### src/rtl/fifo_rr_arbiter_pkg.sv
// rtl/fifo_rr_arbiter_pkg.sv - shared FSM encoding, default widths and one-hot helper for the FIFO arbiter
//
// Contents:
//   DEF_WORD_SIZE / DEF_DEST_W : default word and destination-field widths
//   arb_state_e                : arbiter FSM states (IDLE, ACTIVE, STALL)
//   onehot(dest)               : one-hot decode of a destination index (up to ONEHOT_W outputs)

package fifo_rr_arbiter_pkg;

    localparam int DEF_WORD_SIZE = 6;
    localparam int DEF_DEST_W    = 2;

    // Width of the onehot() result; callers cast it down to their channel count.
    localparam int ONEHOT_W = 32;

    typedef enum logic [1:0] {
        ST_IDLE   = 2'b00,
        ST_ACTIVE = 2'b01,
        ST_STALL  = 2'b10
    } arb_state_e;

    function automatic logic [ONEHOT_W-1:0] onehot(input logic [ONEHOT_W-1:0] dest);
        return {{(ONEHOT_W-1){1'b0}}, 1'b1} << dest;
    endfunction

endpackage

### src/rtl/fifo_rr_arbiter_rr_grant.sv
// rtl/fifo_rr_arbiter_rr_grant.sv - combinational round-robin priority picker
//
// Ports:
//   req_i         : request vector, one bit per channel
//   rr_ptr_i      : channel with highest priority this cycle
//   grant_idx_o   : first requesting channel at or after rr_ptr_i (modulo NUM_CH)
//   grant_valid_o : high when any request is present

module rr_grant #(
    parameter int NUM_CH = 4,
    parameter int IDX_W  = (NUM_CH > 1) ? $clog2(NUM_CH) : 1
) (
    input  logic [NUM_CH-1:0] req_i,
    input  logic [IDX_W-1:0]  rr_ptr_i,
    output logic [IDX_W-1:0]  grant_idx_o,
    output logic              grant_valid_o
);

    int               cand;
    logic [IDX_W-1:0] cand_idx;

    always_comb begin
        grant_idx_o   = '0;
        grant_valid_o = 1'b0;
        cand          = 0;
        cand_idx      = '0;
        // Walk from the farthest candidate back toward rr_ptr_i so that the
        // candidate nearest the pointer overwrites any earlier hit. The
        // explicit wrap keeps this correct for non power-of-two channel counts.
        for (int k = NUM_CH - 1; k >= 0; k--) begin
            cand = int'(rr_ptr_i) + k;
            if (cand >= NUM_CH) begin
                cand = cand - NUM_CH;
            end
            cand_idx = IDX_W'(cand);
            if (req_i[cand_idx]) begin
                grant_idx_o   = cand_idx;
                grant_valid_o = 1'b1;
            end
        end
    end

endmodule

### src/rtl/fifo_rr_arbiter.sv
// rtl/fifo_rr_arbiter.sv - round-robin drain of per-channel input FIFOs into destination-addressed output FIFOs
//
// Ports:
//   clk            : system clock, all state on posedge
//   reset_L        : asynchronous active-low reset
//   fifo_empty_in  : empty flag of each source FIFO
//   data_in        : packed source read data, slice i = data_in[i*WORD_SIZE +: WORD_SIZE]
//   almost_full_in : almost_full of each destination FIFO (any bit stalls popping)
//   pop_out        : one-hot fifo_rd to the source FIFOs, registered
//   push_out       : one-hot fifo_wr to the destination FIFOs, registered
//   data_out       : write data shared by all destination FIFOs, registered
//   idle_out       : FSM idle with no word in flight, registered
//
// Pipeline: pop_out in cycle N, source data valid in N+1, push_out/data_out in N+2.

module fifo_rr_arbiter
    import fifo_rr_arbiter_pkg::*;
#(
    parameter int WORD_SIZE = DEF_WORD_SIZE,
    parameter int DEST_W    = DEF_DEST_W,
    parameter int NUM_CH    = 4
) (
    input  logic                        clk,
    input  logic                        reset_L,
    input  logic [NUM_CH-1:0]           fifo_empty_in,
    input  logic [NUM_CH*WORD_SIZE-1:0] data_in,
    input  logic [NUM_CH-1:0]           almost_full_in,
    output logic [NUM_CH-1:0]           pop_out,
    output logic [NUM_CH-1:0]           push_out,
    output logic [WORD_SIZE-1:0]        data_out,
    output logic                        idle_out
);

    localparam int IDX_W = (NUM_CH > 1) ? $clog2(NUM_CH) : 1;

    // FSM and round-robin pointer
    arb_state_e       state_q, state_d;
    logic [IDX_W-1:0] rr_ptr_q, rr_ptr_d;

    // Stage 1: pop issued this cycle (pop_out high), source answers next cycle
    logic             pop_v_q;
    logic [IDX_W-1:0] pop_idx_q;
    logic [NUM_CH-1:0] pop_q, pop_d;

    // Stage 2: source read data is on data_in for channel rd_idx_q
    logic             rd_v_q;
    logic [IDX_W-1:0] rd_idx_q;

    // Output registers
    logic [NUM_CH-1:0]    push_q, push_d;
    logic [WORD_SIZE-1:0] data_q, data_d;
    logic                 idle_q, idle_d;

    // Combinational helpers
    logic [NUM_CH-1:0]    req;
    logic                 any_req;
    logic                 stall;
    logic                 pop_fire;
    logic [IDX_W-1:0]     grant_idx;
    logic                 grant_valid;
    logic [WORD_SIZE-1:0] rd_word;
    logic [DEST_W-1:0]    rd_dest;

    assign req     = ~fifo_empty_in;
    assign any_req = |req;
    assign stall   = |almost_full_in;

    rr_grant #(
        .NUM_CH (NUM_CH),
        .IDX_W  (IDX_W)
    ) u_rr_grant (
        .req_i         (req),
        .rr_ptr_i      (rr_ptr_q),
        .grant_idx_o   (grant_idx),
        .grant_valid_o (grant_valid)
    );

    // Next-state logic. Every transition into ACTIVE requires req != 0 and no
    // almost_full, so the pop decision is simply "next state is ACTIVE"; this
    // lets a pop issue on the very edge that leaves IDLE or STALL and
    // suppresses a pop on the edge where almost_full first appears.
    always_comb begin
        state_d = state_q;
        case (state_q)
            ST_IDLE: begin
                if (any_req) begin
                    state_d = stall ? ST_STALL : ST_ACTIVE;
                end
            end
            ST_ACTIVE: begin
                if (stall) begin
                    state_d = ST_STALL;
                end else if (!any_req) begin
                    state_d = ST_IDLE;
                end
            end
            ST_STALL: begin
                if (!any_req) begin
                    state_d = ST_IDLE;
                end else if (!stall) begin
                    state_d = ST_ACTIVE;
                end
            end
            default: state_d = ST_IDLE;
        endcase
    end

    always_comb begin
        pop_fire = (state_d == ST_ACTIVE) && grant_valid;
        pop_d    = '0;
        rr_ptr_d = rr_ptr_q;
        if (pop_fire) begin
            pop_d = NUM_CH'(onehot(ONEHOT_W'(grant_idx)));
            if (grant_idx == IDX_W'(NUM_CH - 1)) begin
                rr_ptr_d = '0;
            end else begin
                rr_ptr_d = grant_idx + IDX_W'(1);
            end
        end
    end

    // Pick the slice of the channel popped last cycle.
    always_comb begin
        rd_word = '0;
        for (int i = 0; i < NUM_CH; i++) begin
            if (rd_idx_q == IDX_W'(i)) begin
                rd_word = data_in[i*WORD_SIZE +: WORD_SIZE];
            end
        end
    end

    assign rd_dest = rd_word[WORD_SIZE-1 -: DEST_W];

    always_comb begin
        push_d = '0;
        data_d = data_q;
        if (rd_v_q) begin
            push_d = NUM_CH'(onehot(ONEHOT_W'(rd_dest)));
            data_d = rd_word;
        end
        // Idle next cycle only if the FSM rests in IDLE and neither pipeline
        // stage will hold a word (stage 2 next cycle is stage 1 now).
        idle_d = (state_d == ST_IDLE) && !pop_fire && !pop_v_q;
    end

    always_ff @(posedge clk or negedge reset_L) begin
        if (!reset_L) begin
            state_q   <= ST_IDLE;
            rr_ptr_q  <= '0;
            pop_q     <= '0;
            pop_v_q   <= 1'b0;
            pop_idx_q <= '0;
            rd_v_q    <= 1'b0;
            rd_idx_q  <= '0;
            push_q    <= '0;
            data_q    <= '0;
            idle_q    <= 1'b1;
        end else begin
            state_q   <= state_d;
            rr_ptr_q  <= rr_ptr_d;
            pop_q     <= pop_d;
            pop_v_q   <= pop_fire;
            pop_idx_q <= grant_idx;
            rd_v_q    <= pop_v_q;
            rd_idx_q  <= pop_idx_q;
            push_q    <= push_d;
            data_q    <= data_d;
            idle_q    <= idle_d;
        end
    end

    assign pop_out  = pop_q;
    assign push_out = push_q;
    assign data_out = data_q;
    assign idle_out = idle_q;

endmodule
### config.mk
export PLATFORM = sky130hd
export DESIGN_NAME = fifo_rr_arbiter
export DESIGN_NICKNAME = d
export VERILOG_FILES = /design/src/rtl/fifo_rr_arbiter_pkg.sv /design/src/rtl/fifo_rr_arbiter_rr_grant.sv /design/src/rtl/fifo_rr_arbiter.sv
export SDC_FILE = /design/constraint.sdc
export NUM_CORES = 1
export LEC_CHECK = 0
export BUFFER_PORTS_ARGS = -buffer_cell sky130_fd_sc_hd__clkbuf_2
export CAP_MARGIN = 20
export CORE_MARGIN = 2
export CORE_UTILIZATION = 40
export CTS_CLUSTER_SIZE = 25
export DETAILED_ROUTE_END_ITERATION = 8
export PLACE_DENSITY = 0.77
export SLEW_MARGIN = 20
export SYNTH_ARGS = -nofsm -noshare
export SYNTH_HDL_FRONTEND = slang
export SYNTH_SLANG_ARGS = --single-unit
### constraint.sdc
create_clock -name clk -period 1.72 [get_ports clk]
set_clock_uncertainty 0.1 [all_clocks]
set_input_delay 0 -clock clk [delete_from_list [all_inputs] [get_ports clk]]
set_output_delay 0 -clock clk [all_outputs]
set_load 0.005 [all_outputs]
# Word level (Yosys, flattened, before mapping)
# Cells that the tools add are included.
# word_totals
wordCells	80
regBits	25
output_inout_bits	15
# op_classes
n_reduce_logical	10
muxes	34
bitwise_logic	1
addsub	8
eq_ne	7
magnitude_cmp	8
n_shift	2
# ops
op	n
2-bit 2-to-1 mux	15
6-bit 2-to-1 mux	4
2-bit by 3-bit less-than comparator with 1-bit output, second input constant	4
3-bit >= comparator, second input constant	3
1-bit binary-select mux with 2-bit select	4
2-bit equality test, second input constant	4
1-bit 2-to-1 mux	8
4-bit 2-to-1 mux	2
4-bit OR reduction	2
1-bit by 2-bit left shift with 4-bit output, first input constant	2
2-bit by 1-bit subtractor with 2-bit output, second input constant	4
2-bit by 2-bit adder with 3-bit output, second input constant	2
2-bit by 1-bit equality test with 1-bit output, second input constant	3
2-bit zero test	3
2-bit case mux with 3 select lines	1
4-bit NOT	1
2-bit by 1-bit adder with 3-bit output, second input constant	1
2-bit by 3-bit >= comparator with 1-bit output, second input constant	1
1-bit logical AND	3
2-bit by 1-bit adder with 2-bit output, second input constant	1
1-bit zero test	2

# Longest topological paths before layout
# Gate-level depths: netlist (run 1).
# depth
ltp_word	13
mapped_depth	5
depth_no_buf	5

# Modules after synthesis
# Synthesis (run 1) repeated with hierarchy kept, for this count alone.
# hier_totals
hier_cells	88
area_unflattened_um2	1173.6
# by_module_without_submodules
mod	area_each_um2	cells_each	seq_area_each_um2	instances
fifo_rr_arbiter	1096.1	75	626.9	1
rr_grant	77.6	13	0.0	1

# Worst setup path after synthesis (run 1)
# OpenSTA, ideal clock, no wires.
# synth_path
path_type	register to register
start	register rr_ptr_q[0]
end	register rr_ptr_q[1]
arrival_ns	1.547
path_stages_with_launch	6
n_path_buf	0
setup_slack_ns	-0.052
synth_period_minus_slack_ns	1.772
required_ns	1.495
cell_sequence	dfrtp_1 > or2_2 > a21o_1 > and2_1 > ha_1 > mux2_4
# synth_between
elab_chain_cells	11
word_cells_on_any_way	35
cone_classes	8 x add/sub; 4 x order compare; 1 x eq/ne; 21 x mux; 1 x reduce/logical
# synth_lines
item	line	source
start: declaration	fifo_rr_arbiter.sv:38	logic [IDX_W-1:0] rr_ptr_q, rr_ptr_d;
start signal: assignment	fifo_rr_arbiter.sv:160	rr_ptr_q <= rr_ptr_d;
2-bit by 2-bit adder with 3-bit output	fifo_rr_arbiter_rr_grant.sv:31	cand = int'(rr_ptr_i) + k;
3-bit >= comparator or 2-bit by 1-bit subtractor with 2-bit output (tied branches)	fifo_rr_arbiter_rr_grant.sv:32, fifo_rr_arbiter_rr_grant.sv:33	
2-bit 2-to-1 mux	fifo_rr_arbiter_rr_grant.sv:32	if (cand >= NUM_CH) begin
1-bit binary-select mux with 2-bit select	fifo_rr_arbiter_rr_grant.sv:36	if (req_i[cand_idx]) begin
1-bit 2-to-1 mux (implied by the code)	fifo_rr_arbiter_rr_grant.sv:36	
2-bit 2-to-1 mux (3 in series)	fifo_rr_arbiter_rr_grant.sv:36	
2-bit 2-to-1 mux *	fifo_rr_arbiter_rr_grant.sv:36	
net grant_idx[0]	fifo_rr_arbiter.sv:59	logic [IDX_W-1:0] grant_idx;
2-bit by 1-bit adder with 2-bit output or 2-bit equality test (tied branches)	fifo_rr_arbiter.sv:117, fifo_rr_arbiter.sv:114	
2-bit 2-to-1 mux *	fifo_rr_arbiter.sv:114	if (grant_idx == IDX_W'(NUM_CH - 1)) begin
# Mark *: on every way through the listed nets, which the timed path passes. The rest lies on a longest branch. The select of a mux whose other input is x is not followed.
# A chain may end at the register's enable or synchronous reset.

# Final worst setup path (run 1)
# layout_path
start	register rr_ptr_q[1]
end	register rr_ptr_q[1]
# Same word-level chain as after synthesis.

==> results of run 1 <==
-- metal layers --
layer  share of wire (%)  global-route usage, %  vias up  routed length (µm)
li1                    -                      -      422                   -
met1                  36                   16.0      434                 872
met2                  52                   26.8       47                1250
met3                 9.4                   2.68        6                 227
met4                 2.5                   9.63        0                  61
met5                   0                      0        -                   0
-- cells by family (layout without fill, tap and decap cells) --
kind of cell | Yosys count | after routing | synth area share, %
flip-flops | 25 | 25 | 54.3
AO/OA/AOI/OAI | 12 | 12 | 7.26
AND/OR/NAND/NOR | 25 | 25 | 14.0
adder cells (fa/ha/maj) | 4 | 4 | 4.33
buffers and inverters | 6 | 66 | 3.25
multiplexers | 11 | 11 | 16.9
-- registers in the layout (all words and copies together), names as in the netlist --
| name | cells |
|---|---|
| rr_ptr_q | 2 |
| rd_idx_q | 2 |
| idle_out | 1 |
| rd_v_q | 1 |
| pop_v_q | 1 |
| push_out | 4 |
| state_q | 2 |
| data_out | 6 |
| pop_out | 4 |
| pop_idx_q | 2 |
-- placed cells by master, fill, tap and decap left out, types with 4 or more instances in the layout --
cell | Yosys | routed
clkbuf_2 | 0 | 48
and2_2 | 4 | 4
nor2_1 | 4 | 4
nand2_1 | 8 | 8
dfrtp_1 | 24 | 24
mux2_2 | 4 | 4
dlygate4sd3_1 | 0 | 5
mux4_2 | 6 | 6
buf_4 | 0 | 6
-- per-stage QoR --
step | hold WS [ns] | total power [W] | worst slack (ns) | cells
detailed placement | -0.0586 | 0.00139 | -0.0445 | 163
global route | 0.00794 | 0.00181 | -0.0150 | 174
floorplan | -0.396 | 0.00115 | 0.0363 | 83
global placement | -0.0807 | 0.00135 | 0.0166 | 163
finish | 0.0149 | 0.00171 | 0.00352 | 174
CTS | 0.00235 | 0.00171 | 0.0385 | 174
-- what timing repair did --
item / CTS / global route
setup buffers: 2 / 0
endpoints found under the setup margin: 1 / 3
resized for setup: 2 / 2
hold buffers: 5 / 0
endpoints found under the hold margin: 30 / 0
-- worst min path at each step --
stage / start / endpoint / slack, ns / depth (start not counted)
after floorplan: reset_L / data_out[0]$_DFFE_PN0P_ / -0.40 / 0
after global routing: data_in[22] / push_out[2]$_DFF_PN0_ / 0.008 / 3
final: data_in[22] / push_out[2]$_DFF_PN0_ / 0.01 / 3
after detailed placement: reset_L / push_out[2]$_DFF_PN0_ / -0.06 / 1
after CTS: fifo_empty_in[3] / pop_idx_q[1]$_DFF_PN0_ / 0.002 / 3
after global placement: reset_L / push_out[2]$_DFF_PN0_ / -0.08 / 1
-- power groups by stage --
stage / logic, W / registers [W] / clock network, W
2_1_floorplan: 0.000348 / 0.000806 / 0
3_3_place_gp: 0.000520 / 0.000828 / 0
3_5_place_dp: 0.000545 / 0.000843 / 0
4_1_cts: 0.000619 / 0.000824 / 0.000267
5_1_grt: 0.000691 / 0.000841 / 0.000282
6_report: 0.000642 / 0.000820 / 0.000252
-- tightest hold or removal path, delay by kind of cell --
kind	cells	cell delay, ns
buffers and inverters	1	0.07
multiplexers	1	0.28
AND/OR/NAND/NOR	1	0.06
-- area by class of cell --
cell class                      count  area (µm²)  share of cell area [%]
Sequential cell                    25         627                    39.9
Timing Repair Buffer               59         335                    21.3
Tap cell                           31        38.8                    2.47
Multi-Input combinational cell     52         532                    33.8
Inverter                            3        11.3                   0.717
Clock inverter                      1        5.00                   0.318
Clock buffer                        3        22.5                    1.43
==> flow_summary.json, run 1 <==
{
  "r2r_setup_slack_ns": 0.004,
  "critical_path_class": "reg2reg",
  "initial_utilization_pct": 41.9,
  "crit_buf_inv": 0,
  "syn_to_final_growth_pct": 36.1,
  "h-tree-depth": 1,
  "die-area_um2": 3330,
  "antenna_found_initial": 0,
  "io_buffers": 48,
  "grt_pass1_wl_mm": 3.73,
  "cell_internal_pwr_w": 0.00119,
  "route.detailed.wl_per_inst_um": 13.9,
  "overflow": 0,
  "synth_fp_nets": 121,
  "startpoint_type": "register",
  "worst_pin_slew_ns": 0.604,
  "synth_top_area_cell": "dfrtp_1",
  "finalSetupViolations": 0,
  "final_util_pct": 57.0,
  "yosys_warnings": 0,
  "cp.arrival_ns": 1.83,
  "synthCells": 83,
  "setup.worst_path.start": "rr_ptr_q[1]$_DFFE_PN0P_",
  "drv_slew": 0,
  "finalHoldViolCount": 0,
  "grt_start_max_net_pins": 26,
  "slew_headroom_pct": 59.7,
  "power_frac_seq_pct": 47.8,
  "async_flop_share_pct": 100,
  "dominantRegCellSynth": "dfrtp_1",
  "synth_edf_count": 0,
  "routed_wl_mm": 2.41,
  "worstRegToRegCells": 5,
  "synth.ff_latch_count": 25,
  "clk_pin_slew_ns": 0.13,
  "syn_avg_cell_area_um2": 13.9,
  "fillCellCount": 243,
  "grt_use_total_pct": 14.9,
  "final_nets": 182,
  "rsz0062_at_grt": "true",
  "crit_chain": "or2_4 > a21o_1 > and2_4 > ha_4 > mux2_4",
  "ios": 49,
  "ant_nets": 0,
  "via_per_inst": 5.22,
  "ys_seq_area_share_pct": 54.3,
  "gp_congestion": 0.834,
  "clock_path_buffers": 2,
  "max_cap_violations": 0,
  "yosysTopAreaCellShare_pct": 52.0,
  "clk_latency_ns": 0.31,
  "cts_made_buffers": 3,
  "syn_area_um2": 1150,
  "drt_iter0_drc": 19,
  "synthMostInstantiatedCell": "dfrtp_1",
  "vdd_drop_max_mv": 0.631,
  "synthTopCellsByArea": "dfrtp_1 (52%), mux4_2 (12%), ha_1 (4.3%)",
  "max_freq_ghz": 0.583,
  "dp_hpwl_mm": 1.82,
  "power_density_nw_per_um2": 1090,
  "cp_top_family": "flip-flops",
  "drc": 0,
  "netSwitchingFraction_pct": 30.7,
  "cp-endpoint": "rr_ptr_q[1]$_DFFE_PN0P_",
  "required_ns": 1.84,
  "synth_common_cells": "dfrtp_1 (24), nand2_1 (8), mux4_2 (6)",
  "finish.instance_area_um2": 1570,
  "dieWidth_um": 57.7,
  "end_kind": "register",
  "ctsRootBufferMaster": "clkbuf_4",
  "switchingPower_w": 0.000526,
  "grt_pass1_vias": 888,
  "cts.sink_count": 25,
  "period_share_pct": 99.8,
  "n_antenna_cell": 0,
  "status": "finished, final reports clean",
  "setup_tns_ns": 0,
  "hold_path.class": "in2reg",
  "coreArea_um2": 2760,
  "worstReg2RegStart": "rr_ptr_q[1]$_DFFE_PN0P_",
  "drive_gt1_share_pct": 58.7,
  "cp_max_fo": 5,
  "leakagePower_nw": 0.794,
  "die_h_um": 57.7,
  "pwr-share-clk_pct": 14.7,
  "drtPass1Iterations": 4,
  "cts_tree": "done",
  "via_count": 909,
  "dpl-instance-area_um2": 1440,
  "cp_num_cells": 5,
  "yosysUniqueCellTypes": 29,
  "finalCriticalPeriod_ns": 1.72,
  "fp-row-count": 19,
  "max_stage_delay_ns": 0.45,
  "cp_slowest_cell": "dfrtp_1",
  "comb_power_share_pct": 37.5,
  "reg2reg_to": "rr_ptr_q[1]$_DFFE_PN0P_"
}
(Power assumes the default switching activity.)
==> run 2, diff against run 1 <==
--- a/config.mk
+++ b/config.mk
@@ -11,8 +11,9 @@
 export CORE_UTILIZATION = 40
 export CTS_CLUSTER_SIZE = 25
 export DETAILED_ROUTE_END_ITERATION = 8
-export PLACE_DENSITY = 0.77
+export PLACE_DENSITY = 0.76
 export SLEW_MARGIN = 20
 export SYNTH_ARGS = -nofsm -noshare
 export SYNTH_HDL_FRONTEND = slang
+export SYNTH_HIERARCHICAL = 1
 export SYNTH_SLANG_ARGS = --single-unit
==> flow_summary.json, run 2 <==
{
  "finalCriticalPeriod_ns": 1.78,
  "worstReg2RegStart": "rr_ptr_q[1]$_DFFE_PN0P_",
  "die-area_um2": 3380,
  "synthTopCellsByArea": "dfrtp_1 (51%), mux4_2 (12%), ha_1 (4.3%)",
  "violations": "negative hold slack, negative setup slack",
  "layout_setup_ws_ns": -0.0590,
  "n_antenna_cell": 0,
  "grt_pass1_wl_mm": 3.77,
  "syn_area_um2": 1170,
  "met3_wirelength_um": 218,
  "max_cap_violations": 0,
  "r2r_setup_slack_ns": -0.06,
  "cp_max_fo": 6,
  "finalHoldViolCount": 1,
  "rsz0062_at_grt": "true",
  "via_count": 899,
  "status": "finished, violations left",
  "power_density_nw_per_um2": 1100,
  "end_kind": "register",
  "pre_cts_ws_ns": -0.135,
  "cp-endpoint": "rr_ptr_q[1]$_DFFE_PN0P_",
  "largest_reg_flops": 6,
  "final_nets": 192,
  "period_share_pct": 103,
  "cp.arrival_ns": 1.89,
  "h-tree-depth": 1,
  "synth.ff_latch_count": 25,
  "switchingPower_w": 0.000552,
  "synth_common_cells": "dfrtp_1 (24), inv_1 (9), nor2_1 (8)",
  "ys_seq_area_share_pct": 53.4,
  "drt_iter0_drc": 20,
  "synth_edf_count": 0,
  "routed_wl_mm": 2.45,
  "reg2reg_to": "rr_ptr_q[1]$_DFFE_PN0P_",
  "synth_fp_nets": 126,
  "worst_pin_slew_ns": 0.638,
  "fillCellCount": 241,
  "die_h_um": 58.2,
  "vdd_drop_max_mv": 0.893,
  "ctsRootBufferMaster": "clkbuf_4",
  "cts_made_buffers": 3,
  "drtPass1Iterations": 4,
  "yosysUniqueCellTypes": 26,
  "route.detailed.wl_per_inst_um": 13.3,
  "via_per_inst": 4.89,
  "highest_layer": "met3",
  "hold_path.class": "in2reg",
  "drc": 0,
  "syn_to_final_growth_pct": 38.8,
  "cts_tree": "done",
  "fin_total_pwr_w": 0.00180,
  "cell_internal_pwr_w": 0.00125,
  "dr_wl_met2_mm": 1.29,
  "layout_common_cells": "clkbuf_2 (48), dfrtp_1 (22), inv_1 (9), dlygate4sd3_1 (8)",
  "startpoint_type": "register",
  "clk_pin_slew_ns": 0.13,
  "ios": 49,
  "power_frac_seq_pct": 47.5,
  "dp_hpwl_mm": 1.74,
  "netSwitchingFraction_pct": 30.7,
  "slew_headroom_pct": 57.5,
  "setup_tns_ns": -0.126,
  "initial_utilization_pct": 42.2,
  "grt_use_total_pct": 14.6,
  "worstRegToRegCells": 6,
  "syn_avg_cell_area_um2": 13.3,
  "finalSetupViolations": 3,
  "yosysTopAreaCellShare_pct": 51.2,
  "drive_gt1_share_pct": 58.8,
  "synth_top_area_cell": "dfrtp_1",
  "dieWidth_um": 58.2,
  "fp-row-count": 19,
  "dpl-instance-area_um2": 1450,
  "ant_nets": 0,
  "cts.sink_count": 25,
  "gp_congestion": 0.713,
  "grt_pass1_vias": 865,
  "whs_ns": -0.00669,
  "max_freq_ghz": 0.562,
  "overflow": 0,
  "io_buffers": 48,
  "synthMostInstantiatedCell": "dfrtp_1",
  "drv_slew": 0,
  "antenna_found_initial": 0,
  "final_common_cell": "clkbuf_2",
  "synthCells": 88,
  "coreArea_um2": 2780,
  "clock_path_buffers": 2,
  "finish.instance_area_um2": 1630,
  "grt_start_max_net_pins": 26,
  "pwr-share-clk_pct": 14.2,
  "async_flop_share_pct": 100,
  "yosys_warnings": 6,
  "comb_power_share_pct": 38.2,
  "setup.worst_path.start": "rr_ptr_q[1]$_DFFE_PN0P_",
  "drt-met1-wl_um": 933,
  "leakagePower_nw": 0.834,
  "clk_latency_ns": 0.31,
  "required_ns": 1.83,
  "dominantRegCellSynth": "dfrtp_1",
  "critical_path_class": "reg2reg"
}
-- run 2: cell count changes in the layout (fill, tap and decap cells not counted), moves of 3 or more --
cell,delta
dlygate4sd3_1,+3
inv_1,+6
nand2_1,-3
nor2_1,+3
-- run 2: worst min path at each step --
stage / start / end / cells past startpoint
5_1_grt: almost_full_in[3] / state_q[1]$_DFF_PN0_ / 3
2_1_floorplan: reset_L / data_out[0]$_DFFE_PN0P_ / 0
3_5_place_dp: reset_L / push_out[1]$_DFF_PN0_ / 1
4_1_cts: data_in[10] / push_out[2]$_DFF_PN0_ / 3
3_3_place_gp: reset_L / push_out[2]$_DFF_PN0_ / 1
6_report: almost_full_in[3] / state_q[1]$_DFF_PN0_ / 3
-- run 2: what timing repair did --
item / in CTS / in global routing
resized for setup: 4 / 6
hold buffers: 8 / 0
endpoints found under the hold margin: 31 / 0
buffers inserted: 2 / 3
pin swaps: 3 / 5
setup endpoints to repair: 3 / 6
-- run 2: area by class of cell --
cell class	instances	area, µm²	share of cell area [%]
timing repair buffer	64	384	23.6
tap	31	38.8	2.38
multi-input combinational	51	515	31.6
clock inverter	1	5.00	0.307
inverter	9	33.8	2.07
sequential	25	629	38.6
clock buffer	3	22.5	1.38
-- run 2: through the flow --
stage	std cells	utilization, %
after floorplan	88	-
after global placement	167	52.1
after detailed placement	167	52.1
after CTS	181	57.1
after global routing	184	58.6
final	184	58.6
-- run 2: logic make-up (layout without fill, tap and decap cells) --
group	count (synthesis)	after routing	share of synthesized area, %
AOI/OAI and AO/OA	8	8	4.69
DFF	25	25	53.4
muxes	13	13	18.8
and+or+nand+nor	26	26	13.8
adders and majority gates	4	4	4.26
buffers and inverters	12	77	5.12
-- run 2: power by group through the flow --
stage | clock network [W] | logic [W] | registers [W]
after floorplan | 0 | 0.000378 | 0.000821
after global placement | 0 | 0.000537 | 0.000852
after detailed placement | 0 | 0.000557 | 0.000861
after CTS | 0.000274 | 0.000619 | 0.000851
after global routing | 0.000296 | 0.000755 | 0.000880
final | 0.000256 | 0.000688 | 0.000855
-- run 2: critical path, cell delays in order (launching register included) --
cell and delay (ns):
dfrtp_2 0.48, nor3b_2 0.23, a211oi_2 0.08, nor2_2 0.16, inv_1 0.08, ha_1 0.28
mux2_4 0.26
-- run 2: metal layers --
layer | vias to the layer above | track usage, %
met5 | - | 0
met3 | 0 | 5.36
li1 | 434 | -
met1 | 427 | 16.3
met2 | 38 | 26.6
met4 | 0 | 2.66
==> run 3, diff against run 2 <==
--- a/config.mk
+++ b/config.mk
@@ -11,6 +11,7 @@
 export CORE_UTILIZATION = 40
 export CTS_CLUSTER_SIZE = 25
 export DETAILED_ROUTE_END_ITERATION = 8
+export HOLD_SLACK_MARGIN = 0.12
 export PLACE_DENSITY = 0.76
 export SLEW_MARGIN = 20
 export SYNTH_ARGS = -nofsm -noshare
==> flow_summary.json, run 3 (same netlist as run 2, synthesis figures left out) <==
{
  "grt_pass1_wl_mm": 4.84,
  "via_per_inst": 5.00,
  "cts_tree": "done",
  "die_h_um": 58.2,
  "required_ns": 1.83,
  "cp_slowest_cell": "dfrtp_2",
  "drtPass1Iterations": 4,
  "dp_hpwl_mm": 1.74,
  "h-tree-depth": 1,
  "rsz0062_at_grt": "true",
  "critical_path_class": "reg2reg",
  "cp.arrival_ns": 1.92,
  "power_density_nw_per_um2": 1000,
  "die-area_um2": 3380,
  "max_freq_ghz": 0.554,
  "ios": 49,
  "grt_pass1_vias": 1103,
  "gp_congestion": 0.713,
  "hold_path.class": "in2async",
  "largest_reg_flops": 6,
  "final_nets": 218,
  "overflow": 0,
  "dieWidth_um": 58.2,
  "initial_utilization_pct": 42.2,
  "final_common_cell": "clkbuf_2",
  "worst_pin_slew_ns": 0.625,
  "cts.sink_count": 25,
  "grt_use_total_pct": 18.8,
  "ctsRootBufferMaster": "clkbuf_4",
  "power_frac_seq_pct": 44.7,
  "max_cap_violations": 0,
  "comb_power_share_pct": 42.0,
  "drive_gt1_share_pct": 52.0,
  "fp-row-count": 19,
  "cts_made_buffers": 3,
  "startpoint_type": "register",
  "setup_tns_ns": -0.113,
  "antenna_found_initial": 0,
  "grt_start_max_net_pins": 26,
  "layout_setup_ws_ns": -0.0849,
  "syn_to_final_growth_pct": 63.4,
  "dpl-instance-area_um2": 1450,
  "routed_wl_mm": 3.09,
  "finalHoldViolCount": 0,
  "finalSetupViolations": 2,
  "clk_latency_ns": 0.31,
  "switchingPower_w": 0.000608,
  "end_kind": "register",
  "drt_iter0_drc": 35,
  "violations": "negative setup slack",
  "vdd_drop_max_mv": 0.936,
  "ant_nets": 0,
  "status": "finished, violations left",
  "clock_path_buffers": 2,
  "period_share_pct": 105,
  "via_count": 1051,
  "cell_internal_pwr_w": 0.00132,
  "coreArea_um2": 2780,
  "finish.instance_area_um2": 1920,
  "drv_slew": 0,
  "layout_common_cells": "clkbuf_2 (48), dlygate4sd3_1 (32), dfrtp_1 (23), inv_1 (9), buf_4 (7)",
  "leakagePower_nw": 0.951,
  "pre_cts_ws_ns": -0.135,
  "drc": 0,
  "crit_chain": "nor3b_2 > a211oi_2 > nor2_2 > inv_1 > ha_1 > mux2_4",
  "n_antenna_cell": 0,
  "clk_pin_slew_ns": 0.13,
  "max_stage_delay_ns": 0.48,
  "io_buffers": 48,
  "netSwitchingFraction_pct": 31.6,
  "pwr-share-clk_pct": 13.3,
  "slew_headroom_pct": 58.3,
  "cp_max_fo": 6,
  "route.detailed.wl_per_inst_um": 14.7,
  "finalCriticalPeriod_ns": 1.80,
  "crit_buf_inv": 1,
  "cp_top_family": "flip-flops"
}
## run 3: changes by cell type in the layout (fill, tap and decap cells not counted)
cell           before  now
dlygate4sd3_1       8   32
buf_6               1    3
ha_2                2    0
dfrtp_2             2    1
and2_4              0    1
a21oi_1             1    0
ha_4                0    2
nor2_1              7    6
a21oi_2             1    2
nor2_2              1    2
and2_2              4    3
dfrtp_1            22   23
## run 3: power groups by stage
stage               logic, W  registers (W)  clock network (W)
floorplan           0.000378       0.000821                  0
global placement    0.000537       0.000852                  0
detailed placement  0.000557       0.000861                  0
CTS                 0.000662       0.000851           0.000274
global route        0.000876       0.000877           0.000289
finish              0.000810       0.000860           0.000256
## run 3: path summary, 6_finish.rpt
kind / depth (start not counted) / endpoint / startpoint / slack (ns)
worst max-delay path: 6 / rr_ptr_q[1]$_DFFE_PN0P_ / rr_ptr_q[1]$_DFFE_PN0P_ / -0.08
worst min register to register: 0 / rd_idx_q[1]$_DFF_PN0_ / pop_idx_q[1]$_DFF_PN0_ / 0.27
min in group clk: 5 / pop_idx_q[1]$_DFF_PN0_ / fifo_empty_in[3] / 0.18
max in group asynchronous: 2 / rr_ptr_q[1]$_DFFE_PN0P_ / reset_L / 0.95
worst max register to register: 6 / rr_ptr_q[1]$_DFFE_PN0P_ / rr_ptr_q[1]$_DFFE_PN0P_ / -0.08
worst min-delay path: 2 / push_out[2]$_DFF_PN0_ / reset_L / 0.13
## run 3: area by class of cell
cell class,instances,area (µm²)
Fill cell,199,863
Sequential cell,25,628
Clock inverter,1,5.00
Timing Repair Buffer,90,647
Tap cell,31,38.8
Inverter,9,33.8
Clock buffer,3,22.5
Multi-Input combinational cell,51,543
## run 3: metrics by stage
step / hold WS (ns) / utilization (%) / std cells / power (W)
global route: 0.154 / 69.0 / 210 / 0.00204
detailed placement: -0.0500 / 52.1 / 167 / 0.00142
floorplan: -0.396 / - / 88 / 0.00120
CTS: 0.127 / 65.7 / 205 / 0.00179
global placement: -0.0676 / 52.1 / 167 / 0.00139
finish: 0.126 / 69.0 / 210 / 0.00193
## run 3: layer usage
| layer | vias to the layer above | track usage, % | wire (µm) |
|---|---|---|---|
| li1 | 483 | - | - |
| met1 | 519 | 18.3 | 1100 |
| met2 | 45 | 38.5 | 1730 |
| met3 | 4 | 5.36 | 218 |
| met4 | 0 | 3.65 | 42 |
| met5 | - | 0 | 0 |
## run 3: what timing repair did
action	CTS	global route
hold buffers	32	0
endpoints found under the setup margin	3	6
setup buffers	2	5
hold endpoints to repair	39	0
resized for setup	4	12
pin swaps	3	8
